$ cat src/rtl/charge_pump_pkg.sv
// -----------------------------------------------------------------------------
// charge_pump_pkg
// Shared types and helpers for the multi-channel fixed-point charge pump.
//   src_state_e : per-source FSM state encoding
//   DEF_*       : default widths used as parameter defaults
//   wide_t      : full-width signed accumulator type for the net-current sum
//   saturate()  : clips a wide signed value into a signed out_w-bit range
// -----------------------------------------------------------------------------
package charge_pump_pkg;

   typedef enum logic [2:0] {
      SRC_OFF,
      SRC_ARM,
      SRC_RAMP_UP,
      SRC_ON,
      SRC_RAMP_DOWN
   } src_state_e;

   localparam int unsigned DEF_N_CH  = 4;
   localparam int unsigned DEF_CUR_W = 22;
   localparam int unsigned DEF_OUT_W = 24;

   // Wide enough for any sum of N_CH levels of CUR_W bits at practical sizes.
   typedef logic signed [63:0] wide_t;

   // Clip value to [-2^(out_w-1), 2^(out_w-1)-1]; clipped flags that it happened.
   function automatic wide_t saturate(input wide_t value, input int unsigned out_w,
                                      output logic clipped);
      wide_t hi;
      wide_t lo;
      hi      = (wide_t'(1) <<< (out_w - 1)) - wide_t'(1);
      lo      = -(wide_t'(1) <<< (out_w - 1));
      clipped = 1'b0;
      saturate = value;
      if (value > hi) begin
         saturate = hi;
         clipped  = 1'b1;
      end else if (value < lo) begin
         saturate = lo;
         clipped  = 1'b1;
      end
   endfunction

endpackage

$ cat src/rtl/cp_source_ramp.sv
// -----------------------------------------------------------------------------
// cp_source_ramp
// One charge-pump current source: dead-zone qualifier plus slew-limited ramp.
//   clk, reset : clock, asynchronous active-low reset
//   req        : qualified request (PFD bit AND enable)
//   target     : programmed current level for this source
//   level      : present current level (unsigned, CUR_W bits)
//   is_off     : high while the source FSM is in OFF
// -----------------------------------------------------------------------------
module cp_source_ramp
   import charge_pump_pkg::*;
#(
   parameter int unsigned CUR_W     = DEF_CUR_W,
   parameter int unsigned RAMP_STEP = 512,
   parameter int unsigned MIN_PULSE = 2
) (
   input  logic             clk,
   input  logic             reset,
   input  logic             req,
   input  logic [CUR_W-1:0] target,
   output logic [CUR_W-1:0] level,
   output logic             is_off
);

   localparam int unsigned      CNT_W    = (MIN_PULSE > 1) ? $clog2(MIN_PULSE + 1) : 1;
   localparam logic [CUR_W-1:0] STEP     = CUR_W'(RAMP_STEP);
   localparam logic [CNT_W-1:0] CNT_LAST = CNT_W'(MIN_PULSE);

   src_state_e       state_q, state_d;
   logic [CNT_W-1:0] cnt_q, cnt_d;
   logic [CUR_W-1:0] level_q, level_d;

   logic [CUR_W:0]   up_sum;
   logic [CUR_W-1:0] ramp_up_lvl;
   logic [CUR_W-1:0] ramp_dn_lvl;

   // One extra bit on the up-step so overshoot past target is detected, not wrapped.
   always_comb begin
      up_sum = {1'b0, level_q} + {1'b0, STEP};
      if (RAMP_STEP == 0 || up_sum >= {1'b0, target}) ramp_up_lvl = target;
      else                                            ramp_up_lvl = up_sum[CUR_W-1:0];
      if (RAMP_STEP == 0 || level_q <= STEP) ramp_dn_lvl = '0;
      else                                   ramp_dn_lvl = level_q - STEP;
   end

   // NOTE: every signal assigned here gets a default first, so no path leaves
   // it unassigned and no latch is inferred.
   always_comb begin
      state_d = state_q;
      cnt_d   = cnt_q;
      level_d = level_q;
      unique case (state_q)
         SRC_OFF: begin
            if (req) begin
               if (MIN_PULSE <= 1) begin
                  state_d = SRC_RAMP_UP;
               end else begin
                  state_d = SRC_ARM;
                  cnt_d   = CNT_W'(1);
               end
            end
         end
         SRC_ARM: begin
            // A pulse shorter than MIN_PULSE is dropped with level still at 0.
            if (!req) begin
               state_d = SRC_OFF;
               cnt_d   = '0;
            end else if (cnt_q + CNT_W'(1) == CNT_LAST) begin
               state_d = SRC_RAMP_UP;
               cnt_d   = '0;
            end else begin
               cnt_d = cnt_q + CNT_W'(1);
            end
         end
         SRC_RAMP_UP: begin
            if (!req) begin
               state_d = SRC_RAMP_DOWN;
            end else begin
               level_d = ramp_up_lvl;
               if (ramp_up_lvl == target) state_d = SRC_ON;
            end
         end
         SRC_ON: begin
            if (!req) state_d = SRC_RAMP_DOWN;
            else      level_d = target;
         end
         SRC_RAMP_DOWN: begin
            // Re-assertion resumes ramping up immediately; no requalification.
            if (req) begin
               state_d = SRC_RAMP_UP;
            end else begin
               level_d = ramp_dn_lvl;
               if (ramp_dn_lvl == '0) state_d = SRC_OFF;
            end
         end
         default: begin
            state_d = SRC_OFF;
            cnt_d   = '0;
            level_d = '0;
         end
      endcase
   end

   // NOTE: state registers use non-blocking assignments so every flop samples
   // the pre-edge values regardless of process ordering.
   always_ff @(posedge clk or negedge reset) begin
      if (!reset) begin
         state_q <= SRC_OFF;
         cnt_q   <= '0;
         level_q <= '0;
      end else begin
         state_q <= state_d;
         cnt_q   <= cnt_d;
         level_q <= level_d;
      end
   end

   assign level  = level_q;
   assign is_off = (state_q == SRC_OFF);

endmodule

$ cat src/rtl/charge_pump_multi_fp.sv
// -----------------------------------------------------------------------------
// charge_pump_multi_fp
// Multi-channel charge pump: 2*N_CH ramped sources summed into one signed,
// saturated, registered net current.
//   clk, reset          : clock, asynchronous active-low reset
//   enable              : low forces every source request low
//   input_up_digital    : per-channel UP requests
//   input_down_digital  : per-channel DOWN requests
//   cfg_valid/cfg_ready : target-current load handshake (ready = all sources OFF)
//   cfg_up_current      : new UP target
//   cfg_down_current    : new DOWN target
//   output_current_real : registered sum(up_level - down_level), saturated
//   output_sat          : registered flag, high when the output was clipped
// -----------------------------------------------------------------------------
module charge_pump_multi_fp
   import charge_pump_pkg::*;
#(
   parameter int unsigned N_CH         = DEF_N_CH,
   parameter int unsigned CUR_W        = DEF_CUR_W,
   parameter int unsigned OUT_W        = DEF_OUT_W,
   parameter int unsigned UP_CURRENT   = 1342,
   parameter int unsigned DOWN_CURRENT = 1342,
   parameter int unsigned RAMP_STEP    = 512,
   parameter int unsigned MIN_PULSE    = 2
) (
   input  logic                    clk,
   input  logic                    reset,
   input  logic                    enable,
   input  logic [N_CH-1:0]         input_up_digital,
   input  logic [N_CH-1:0]         input_down_digital,
   input  logic                    cfg_valid,
   output logic                    cfg_ready,
   input  logic [CUR_W-1:0]        cfg_up_current,
   input  logic [CUR_W-1:0]        cfg_down_current,
   output logic signed [OUT_W-1:0] output_current_real,
   output logic                    output_sat
);

   logic [CUR_W-1:0]        up_target_q, up_target_d;
   logic [CUR_W-1:0]        down_target_q, down_target_d;
   logic signed [OUT_W-1:0] out_q, out_d;
   logic                    sat_q, sat_d;

   logic [CUR_W-1:0] up_level   [N_CH];
   logic [CUR_W-1:0] down_level [N_CH];
   logic [N_CH-1:0]  up_off;
   logic [N_CH-1:0]  down_off;
   wide_t            sum;

   for (genvar i = 0; i < N_CH; i++) begin : g_ch
      cp_source_ramp #(
         .CUR_W(CUR_W), .RAMP_STEP(RAMP_STEP), .MIN_PULSE(MIN_PULSE)
      ) u_up (
         .clk(clk), .reset(reset), .req(input_up_digital[i] & enable),
         .target(up_target_q), .level(up_level[i]), .is_off(up_off[i])
      );
      cp_source_ramp #(
         .CUR_W(CUR_W), .RAMP_STEP(RAMP_STEP), .MIN_PULSE(MIN_PULSE)
      ) u_down (
         .clk(clk), .reset(reset), .req(input_down_digital[i] & enable),
         .target(down_target_q), .level(down_level[i]), .is_off(down_off[i])
      );
   end

   // Config is only safe to change when no source is using the targets.
   assign cfg_ready = (&up_off) & (&down_off);

   always_comb begin
      up_target_d   = up_target_q;
      down_target_d = down_target_q;
      if (cfg_valid && cfg_ready) begin
         up_target_d   = cfg_up_current;
         down_target_d = cfg_down_current;
      end
   end

   always_comb begin
      sum = '0;
      for (int i = 0; i < N_CH; i++) begin
         sum = sum + wide_t'(up_level[i]) - wide_t'(down_level[i]);
      end
      out_d = OUT_W'(saturate(sum, OUT_W, sat_d));
   end

   always_ff @(posedge clk or negedge reset) begin
      if (!reset) begin
         up_target_q   <= CUR_W'(UP_CURRENT);
         down_target_q <= CUR_W'(DOWN_CURRENT);
         out_q         <= '0;
         sat_q         <= 1'b0;
      end else begin
         up_target_q   <= up_target_d;
         down_target_q <= down_target_d;
         out_q         <= out_d;
         sat_q         <= sat_d;
      end
   end

   assign output_current_real = out_q;
   assign output_sat          = sat_q;

endmodule

$ cat config.mk
export PLATFORM = sky130hd
export DESIGN_NAME = charge_pump_multi_fp
export DESIGN_NICKNAME = d
export VERILOG_FILES = /design/src/rtl/charge_pump_pkg.sv /design/src/rtl/cp_source_ramp.sv /design/src/rtl/charge_pump_multi_fp.sv
export SDC_FILE = /design/constraint.sdc
export NUM_CORES = 1
export LEC_CHECK = 0
export CORE_UTILIZATION = 35
export CTS_CLUSTER_DIAMETER = 150
export DETAILED_ROUTE_END_ITERATION = 16
export GPL_TIMING_DRIVEN = 0
export PLACE_DENSITY_LB_ADDON = 0.25
export SLEW_MARGIN = 20
export SYNTH_ARGS = -nofsm -noshare
export SYNTH_HDL_FRONTEND = slang
export SYNTH_SLANG_ARGS = --single-unit
$ cat constraint.sdc
create_clock -name clk -period 11.1 [get_ports clk]
set_input_delay 1.11 -clock clk [delete_from_list [all_inputs] [get_ports clk]]
set_output_delay 1.11 -clock clk [all_outputs]
set_load 0.05 [all_outputs]
### After elaboration in Yosys (flattened, before gate mapping)

Index checks and enable logic that the tools add are counted.

* input port bits: 56
* bits in registers: 285
* output and inout bits: 26

* $add $sub $neg: 31
* reductions and logical operators: 59
* muxes and demuxes: 156
* $lt $le $gt $ge: 18
* bitwise gates (word level): 25
* equality and inequality tests: 112

Operator list (count)
* $mux W22: 40
* $pmux W22 S4: 8
* $mux W3: 64
* $add A22 B10 Y23 const B: 8
* $ge A23 B22 Y1: 8
* $eq A22 B22 Y1: 8
* $le A22 B10 Y1 const B: 8
* $logic_not A22 Y1: 8
* $sub A22 B10 Y22 const B: 8
* $pmux W3 S5: 8
* $eq A3 B2 Y1 const B: 16
* $mux W2: 24
* $mux W24: 2
* $ne A2 B1 Y1 const B: 24
* $ne A3 B3 Y1 const B: 16
* $pmux W2 S3: 8
* $reduce_and A4 Y1: 10
* $reduce_and A5 Y1: 8
* $ne A2 B2 Y1 const B: 16
* $gt A29 B24 Y1 const B: 1
* $lt A29 B24 Y1 const B: 1
* $sub A28 B23 Y29: 1
* $add A27 B23 Y28: 1
* $sub A26 B23 Y27: 1
* other kinds (17): 104

### Depth between registers and ports, before layout

Gate-level depths: netlist of the first run.

* depth in word-level cells: 10
* gate-level depth with buffers: 30
* gate-level depth less buffers: 29

### Hierarchy

From an unflattened synthesis of the first run, not the netlist that was laid out.

* cells, all modules: 3637
* area, all modules: 30765.8 sq um

Modules (own cells, without submodules)
* cp_source_ramp (g_ch[0].u_up ...): instances 4, cells an instance 346, area each 2819.0 sq um
* charge_pump_multi_fp: instances 1, cells an instance 800, area each 7770.0 sq um
* cp_source_ramp (g_ch[3].u_up): instances 1, cells an instance 381, area each 3080.5 sq um
* cp_source_ramp (g_ch[0].u_down): instances 1, cells an instance 376, area each 2950.3 sq um
* cp_source_ramp (g_ch[2].u_up): instances 1, cells an instance 352, area each 2872.8 sq um
* cp_source_ramp (g_ch[3].u_down): instances 1, cells an instance 344, area each 2816.5 sq um

### Worst setup path before layout of the first run

OpenSTA, ideal clock, no wires.

* kind: register -> register
* start: register g_ch[0].u_up.level_q[0]
* end: register out_q[2], in the netlist output_current_real[2]
* period minus slack after synthesis: 7.019 ns
* data required time: 10.982 ns
* arrival: 6.901 ns
* path slack: 4.081 ns
* buffers on the path: 1
* cell stages (with the launch flop): 31
* cell sequence: dfrtp_1 inv_1 ha_1 fa_1 nor2b_1 o21ai_0 a21oi_1 nor4_1 o311ai_0 nand2_1 o21ai_0 a31oi_1 xor2_1 fa_1 fa_1 inv_1 fa_1 inv_1 fa_1 inv_1 ha_1 nand3_1 nor4b_1 a31oi_1 o21a_1 a31o_2 mux2i_1 a2111oi_1 o221ai_2 buf_2 a21o_1

* longest elaborated chain between the ends: 10
* elaborated cells between the ends (all ways): 11

RTL lines
* start, declared: line cp_source_ramp.sv:31 `logic [CUR_W-1:0] level_q, level_d;`
* start signal, assigned: line cp_source_ramp.sv:114 `level_q <= level_d;`
* $sub A22 B22 Y23 (*): line charge_pump_multi_fp.sv:80 `sum = sum + wide_t'(up_level[i]) - wide_t'(down_level[i]);`
* $add A23 B23 Y24 (*): line charge_pump_multi_fp.sv:80
* $sub A24 B23 Y25 (*): line charge_pump_multi_fp.sv:80
* $add A25 B23 Y26 (*): line charge_pump_multi_fp.sv:80
* $sub A26 B23 Y27 (*): line charge_pump_multi_fp.sv:80
* $add A27 B23 Y28 (*): line charge_pump_multi_fp.sv:80
* $sub A28 B23 Y29 (*): line charge_pump_multi_fp.sv:80
* $lt A29 B24 Y1: line charge_pump_pkg.sv:38 `end else if (value < lo) begin`
* $mux W24: line charge_pump_pkg.sv:38
* $mux W24 (*): line charge_pump_pkg.sv:35 `if (value > hi) begin`
* via out_d[2]: line charge_pump_multi_fp.sv:41 `logic signed [OUT_W-1:0] out_q, out_d;`
* end signal, assigned: line charge_pump_multi_fp.sv:94 `out_q <= out_d;`
* end, declared: line charge_pump_multi_fp.sv:41

Mark *: on every way through the listed nets, which the timed path passes. The rest lies on a longest branch.
A chain may end at the register's enable or synchronous reset.

### Worst setup path in the final report of the first run

* start: register g_ch[0].u_down.level_q[1]
* end: register out_q[3], in the netlist output_current_real[3]

* longest elaborated chain between the ends: 10
* elaborated cells between the ends (all ways): 11

RTL lines (line)
* start, declared: cp_source_ramp.sv:31
* start signal, assigned: cp_source_ramp.sv:114
* $sub A22 B22 Y23 (*): charge_pump_multi_fp.sv:80
* $add A23 B23 Y24 (*): charge_pump_multi_fp.sv:80
* $sub A24 B23 Y25 (*): charge_pump_multi_fp.sv:80
* $add A25 B23 Y26 (*): charge_pump_multi_fp.sv:80
* $sub A26 B23 Y27 (*): charge_pump_multi_fp.sv:80
* $add A27 B23 Y28 (*): charge_pump_multi_fp.sv:80
* $sub A28 B23 Y29 (*): charge_pump_multi_fp.sv:80
* $lt A29 B24 Y1: charge_pump_pkg.sv:38
* $mux W24: charge_pump_pkg.sv:38
* $mux W24 (*): charge_pump_pkg.sv:35
* via out_d[3]: charge_pump_multi_fp.sv:41

Marks and branches as above.

==> flow_metrics.tcl, run 1 <==
set metrics [dict create \
    coreArea_um2 80550 \
    clk_path_buf_depth 3 \
    tritoncts "done" \
    clkTransAtPathRegs_ns 0.05 \
    synth_cells 3392 \
    row_count 104 \
    final_cells 4609 \
    setup_tns_ns 0 \
    slew_headroom_pct 22.11 \
    diodes 0 \
    path_class "reg2reg" \
    grt_usage_pct 24.68 \
    syn2layout_area_growth_pct 12.56 \
    fin_ws_ns 2.589 \
    startpoint_type "flip-flop" \
    critPathSlowestCell "o41ai_1" \
    hold_path_class "in2async" \
    arrival_ns 9.00 \
    status "finished clean" \
    first_pass_iters 5 \
    htreeDepth 2 \
    slowest_delay_ns 0.64 \
    cp_data_required_time_ns 11.59 \
    period_share_pct 76.67 \
    cts_repair_resize_count 0 \
    start_util_pct 35.37 \
    fin_worst_skew_ns 0.02410 \
    slew_viol_final 0 \
    nets 3931 \
    yosysWarnings 0 \
    die_w_um 287.3 \
    finalCriticalPeriod_ns 8.511 \
    die_area_um2 82550 \
    final_util_pct 39.81 \
    drt_iter0_drc 2203 \
    cp_max_fo 10 \
    synthTopCellsByArea "dfrtp_1 24%, ha_1 11%, fa_1 7.8%" \
    timing.rr.end "output_current_real[3]$_DFF_PN0_" \
    maxCapViolCount 0 \
    dieHeight_um 287.3 \
    numCtsBuffers 40 \
    grt_max_degree 71 \
    wire_per_inst_um 22.24 \
    grt_pass1_vias 25135 \
    synth_top_area_cell "dfrtp_1" \
    drive_gt1_share_pct 4.424 \
    ios 82 \
    wirelength_um 102500 \
    gp_congestion 0.9785 \
    vias_per_cell 5.648 \
    grt_pass1_wl_um 154800 \
    synth-async-reset-ratio_pct 100.0 \
    rrSetupSlack_ns 2.59 \
    synth_fp_nets 3804 \
    synth.yosys.seq_area_share_pct 25.09 \
    timing.rr.start "g_ch[0].u_down.level[1]$_DFFE_PN0P_" \
    cts-root-buf "clkbuf_16" \
    ant_nets 0 \
    place_ws_ns 2.613 \
    dp.cells 4537 \
    cts_sinks 285 \
    clock_latency_ns 0.58 \
    ys_seq_elements 285 \
    rsz0062_at_grt "false" \
    drcViolationCount 0 \
    tightest_slew_ns 1.168 \
    endpoint_kind "flip-flop" \
    post_cts_buffers 0 \
    vias 26031 \
    fmax_mhz 117.5 \
    rr_worst_depth 29 \
    synthFlopType "dfrtp_1" \
    synth.top_cell.area_share_pct 23.80 \
    io_buffers 81 \
    yosysUniqueCellTypes 90 \
    syn_area_per_cell_um2 8.399 \
    synth-edff-count 0 \
    antenna_found_initial 1 \
    overflow 0 \
    mappedNetlistArea_um2 28490 \
    setup_viol 0 \
    finalHoldViolations 0 \
    hpwlAfterDp_um 81040 \
    postCtsHoldBufs 0 \
]
layout by cell type, fill, tap and decap left out, drive strengths merged, types with 15 or more instances in the layout:
cell type / count
nor2b: 30
nand2: 241
dfrtp: 271
nand4: 72
a31oi: 34
clkinv: 17
mux2i: 61
a21oi: 198
o21a: 18
o21ai: 249
inv: 308
nor4: 76
a21o: 87
nor2: 201
clkbuf: 209
o221ai: 40
clkdlybuf4s50: 80
a211oi: 18
xor2: 100
o211ai: 15
fa: 111
ha: 245
buf: 43
nand2b: 29
nor3: 110
and2: 28
xnor2: 235
and3: 25
nand3: 107
a22o: 73
stage by stage:
step / hold WS (ns) / cell area, um^2
finish: 0.4291 / 32070
global route: 0.4405 / 32070
CTS: 0.4075 / 32070
detailed placement: 0.4758 / 30750
global placement: 0.4763 / 30630
floorplan: 0.4545 / 28490
registers in the layout, summed over array words and instances, names as in the netlist, 8 cells and up:
signal	cells
g_ch.u_down.level	88
up_target_q	22
down_target_q	22
g_ch.u_up.cnt_q	8
g_ch.u_down.cnt_q	8
g_ch.u_down.state_q	12
output_current_real	24
g_ch.u_up.level	88
g_ch.u_up.state_q	12
how the worst max path moves through the flow:
stage	startpoint	to	slack, ns	cells after the start
after global placement	reset	g_ch[1].u_up.level[19]$_DFFE_PN0P_	-4.68	1
after global routing	g_ch[0].u_down.level[1]$_DFFE_PN0P_	output_current_real[18]$_DFF_PN0_	1.92	29
final	g_ch[0].u_down.level[1]$_DFFE_PN0P_	output_current_real[3]$_DFF_PN0_	2.59	29
after CTS	g_ch[0].u_up.level[0]$_DFFE_PN0P_	output_current_real[3]$_DFF_PN0_	2.55	30
after floorplan	g_ch[0].u_up.level[0]$_DFFE_PN0P_	output_current_real[2]$_DFF_PN0_	4.08	30
after detailed placement	g_ch[0].u_down.level[1]$_DFFE_PN0P_	output_current_real[3]$_DFF_PN0_	2.61	29
worst max-delay path: cells and delay by family, from the launching register on:
| family | cells | cell delay [ns] |
|---|---|---|
| AND/OR/NAND/NOR | 2 | 0.27 |
| flip-flops | 1 | 0.54 |
| XOR/XNOR | 1 | 0.30 |
| buffers and inverters | 5 | 0.55 |
| AO/OA/AOI/OAI | 15 | 4.04 |
| adder cells (fa/ha/maj) | 6 | 2.71 |
logic make-up (layout without fill, tap and decap cells):
logic type | Yosys count | after routing | share of synthesized area (%)
adder cells (fa/ha/maj) | 356 | 356 | 18.56
AO/OA/AOI/OAI | 851 | 851 | 19.34
XOR/XNOR | 336 | 336 | 10.40
buffers and inverters | 506 | 663 | 6.829
multiplexers | 65 | 65 | 2.301
AND/OR/NAND/NOR | 993 | 993 | 17.47
flip-flops | 285 | 285 | 25.09
synth_stat cells, types with 6 or more instances:
master,number
inv_1,302
dfrtp_1,271
ha_1,245
nand2_1,241
o21ai_0,241
xnor2_1,235
a21oi_1,198
nor2_1,197
clkbuf_1,151
fa_1,111
nand3_1,107
nor3_1,106
xor2_1,99
a21o_1,87
nor4_1,75
a22o_1,73
nand4_1,72
mux2i_1,61
o221ai_1,39
a31oi_1,34
nor2b_1,30
nand2b_1,29
buf_2,28
and2_1,27
and3_1,25
a211oi_1,18
o21a_1,18
dfstp_2,14
nor3b_1,14
o211ai_1,14
or4_1,13
o21bai_1,12
o22ai_1,12
or3_1,12
clkinv_1,10
or2_2,10
nand3b_1,9
o31ai_1,9
buf_1,8
a211o_1,7
a22oi_1,7
o2111ai_1,7
o21ai_1,7
a31o_2,6
o311ai_0,6
routing by layer:
metal	up-vias	part of all wire [%]	track usage [%]
met5	-	0	0
met4	0	5.0	11.68
met3	182	5.4	3.008
met2	828	44	38.73
met1	12756	45	33.63
li1	12265	-	-
layout make-up:
type | instances | area (um^2)
plain buffers | 189 | 758.2
clock buffers | 58 | 1160
clock inverters | 14 | 162.7
fillers | 8211 | 48480
inverters | 317 | 1190
multi-input cells | 2601 | 19400
flip-flops and latches | 285 | 7149
well taps | 1060 | 1326
repair buffers | 85 | 925.9
Power of run 1 is left out: the tool's default activity adds up to more than one toggle a clock period on the data nets, which glitch-free logic cannot reach.
==> inputs of run 2 (changes only) <==
clock period = 7.3 ns   (was 11.1 ns; I/O delays follow)
==> flow_metrics.tcl, run 2 (synthesized netlist as in run 1, its figures left out) <==
set metrics [dict create \
    status "finished clean" \
    diodes 0 \
    ant_nets 0 \
    startpoint "g_ch[0].u_up.level[4]$_DFFE_PN0P_" \
    start_util_pct 35.37 \
    register_area_um2 7161 \
    vias_per_cell 5.635 \
    grt_pass1_vias 25356 \
    dp.cells 4537 \
    antenna_found_initial 1 \
    row_count 104 \
    critical_path_depth 29 \
    ios 82 \
    arrival_ns 7.71 \
    postCtsHoldBufs 0 \
    drt_iter0_drc 2189 \
    gp_congestion 0.9785 \
    syn2layout_area_growth_pct 14.80 \
    placed_area_um2 30750 \
    period_share_pct 99.57 \
    slowest_delay_ns 0.52 \
    tritoncts "done" \
    hold_path_class "in2async" \
    drcViolationCount 0 \
    rr_worst_depth 29 \
    cp_max_fo 6 \
    setup_viol 0 \
    clk_path_buf_depth 3 \
    io_buffers 81 \
    wirelength_um 103100 \
    fmax_mhz 137.6 \
    htreeDepth 2 \
    startpoint_type "flip-flop" \
    tightest_slew_ns 1.170 \
    first_pass_iters 6 \
    clock_latency_ns 0.58 \
    fin_worst_skew_ns 0.02218 \
    die_area_um2 82550 \
    finalHoldViolations 0 \
    critPathSlowestCell "fa_1" \
    grt_usage_pct 24.85 \
    cts_sinks 285 \
    numCtsBuffers 40 \
    slew_viol_final 0 \
    multiInputGateArea_um2 19770 \
    grt_pass1_wl_um 156000 \
    maxCapViolCount 0 \
    hpwlAfterDp_um 81040 \
    crit_path_frequent_cell "fa_1" \
    layout_common_cells "295 x inv_1, 262 x dfrtp_1, 238 x nand2_1, 234 x o21ai_0, 234 x ha_1" \
    overflow 0 \
    coreArea_um2 80550 \
    timing.rr.start "g_ch[0].u_up.level[4]$_DFFE_PN0P_" \
    clkTransAtPathRegs_ns 0.06 \
    fin_area_um2 32710 \
    cts-root-buf "clkbuf_16" \
    setup_tns_ns 0 \
    nets 3956 \
    crit_buf_inv 5 \
    vias 26113 \
    rsz0062_at_grt "true" \
    endpoint_kind "flip-flop" \
    final_cells 4634 \
    slew_headroom_pct 21.98 \
    finalCriticalPeriod_ns 7.269 \
    mostFrequentLayoutCell "inv_1" \
    grt_max_degree 71 \
    dieHeight_um 287.3 \
    drive_gt1_share_pct 6.939 \
    wire_per_inst_um 22.25 \
    path_class "reg2reg" \
    cp_data_required_time_ns 7.75 \
    cpLargestDelayFamily "adder cells" \
    die_w_um 287.3 \
    fill_cells 8156 \
]
[run 2: metal layers]
layer | GRT usage, % | routed length, um | vias up
li1 | - | - | 12333
met1 | 33.83 | 45980 | 12710
met2 | 38.98 | 45540 | 890
met3 | 3.000 | 6255 | 180
met4 | 11.97 | 5351 | 0
met5 | 0 | 0 | -
[run 2: final timing paths]
| path | to | slack [ns] |
|---|---|---|
| min reg2reg | g_ch[2].u_down.cnt_q[1]$_DFFE_PN0P_ | 0.49 |
| max | output_current_real[7]$_DFF_PN0_ | 0.03 |
| max in group asynchronous | g_ch[3].u_up.level[20]$_DFFE_PN0P_ | 5.53 |
| min | g_ch[3].u_down.level[2]$_DFFE_PN0P_ | 0.05 |
| min in group clk | g_ch[2].u_down.cnt_q[1]$_DFFE_PN0P_ | 0.49 |
| max reg2reg | output_current_real[7]$_DFF_PN0_ | 0.03 |
[run 2: area by class of cell]
type	instances	share of cell area, %
Clock buffer	58	3.546
Sequential cell	285	21.89
Clock inverter	14	0.4973
Buffer	187	2.364
Tap cell	1060	4.055
Multi-Input combinational cell	2601	60.45
Timing Repair Buffer	112	3.554
Inverter	317	3.638
[run 2: stage by stage]
step,hold WS [ns],util (%),worst slack [ns]
3_5_place_dp,0.4758,38.17,-1.187
2_1_floorplan,0.4344,-,0.2810
5_1_grt,0.06047,40.61,-0.1681
6_report,0.04743,40.61,0.03116
4_1_cts,0.02747,40.31,0.00001510
3_3_place_gp,0.4763,38.03,-8.104
[run 2: timing repair]
action                     CTS  global route
setup buffers               19             7
setup endpoints to repair   25            24
gates resized for setup     53            41
pin swaps                   31            47
cloned                       0             1
Power of run 2 is left out for the same reason.
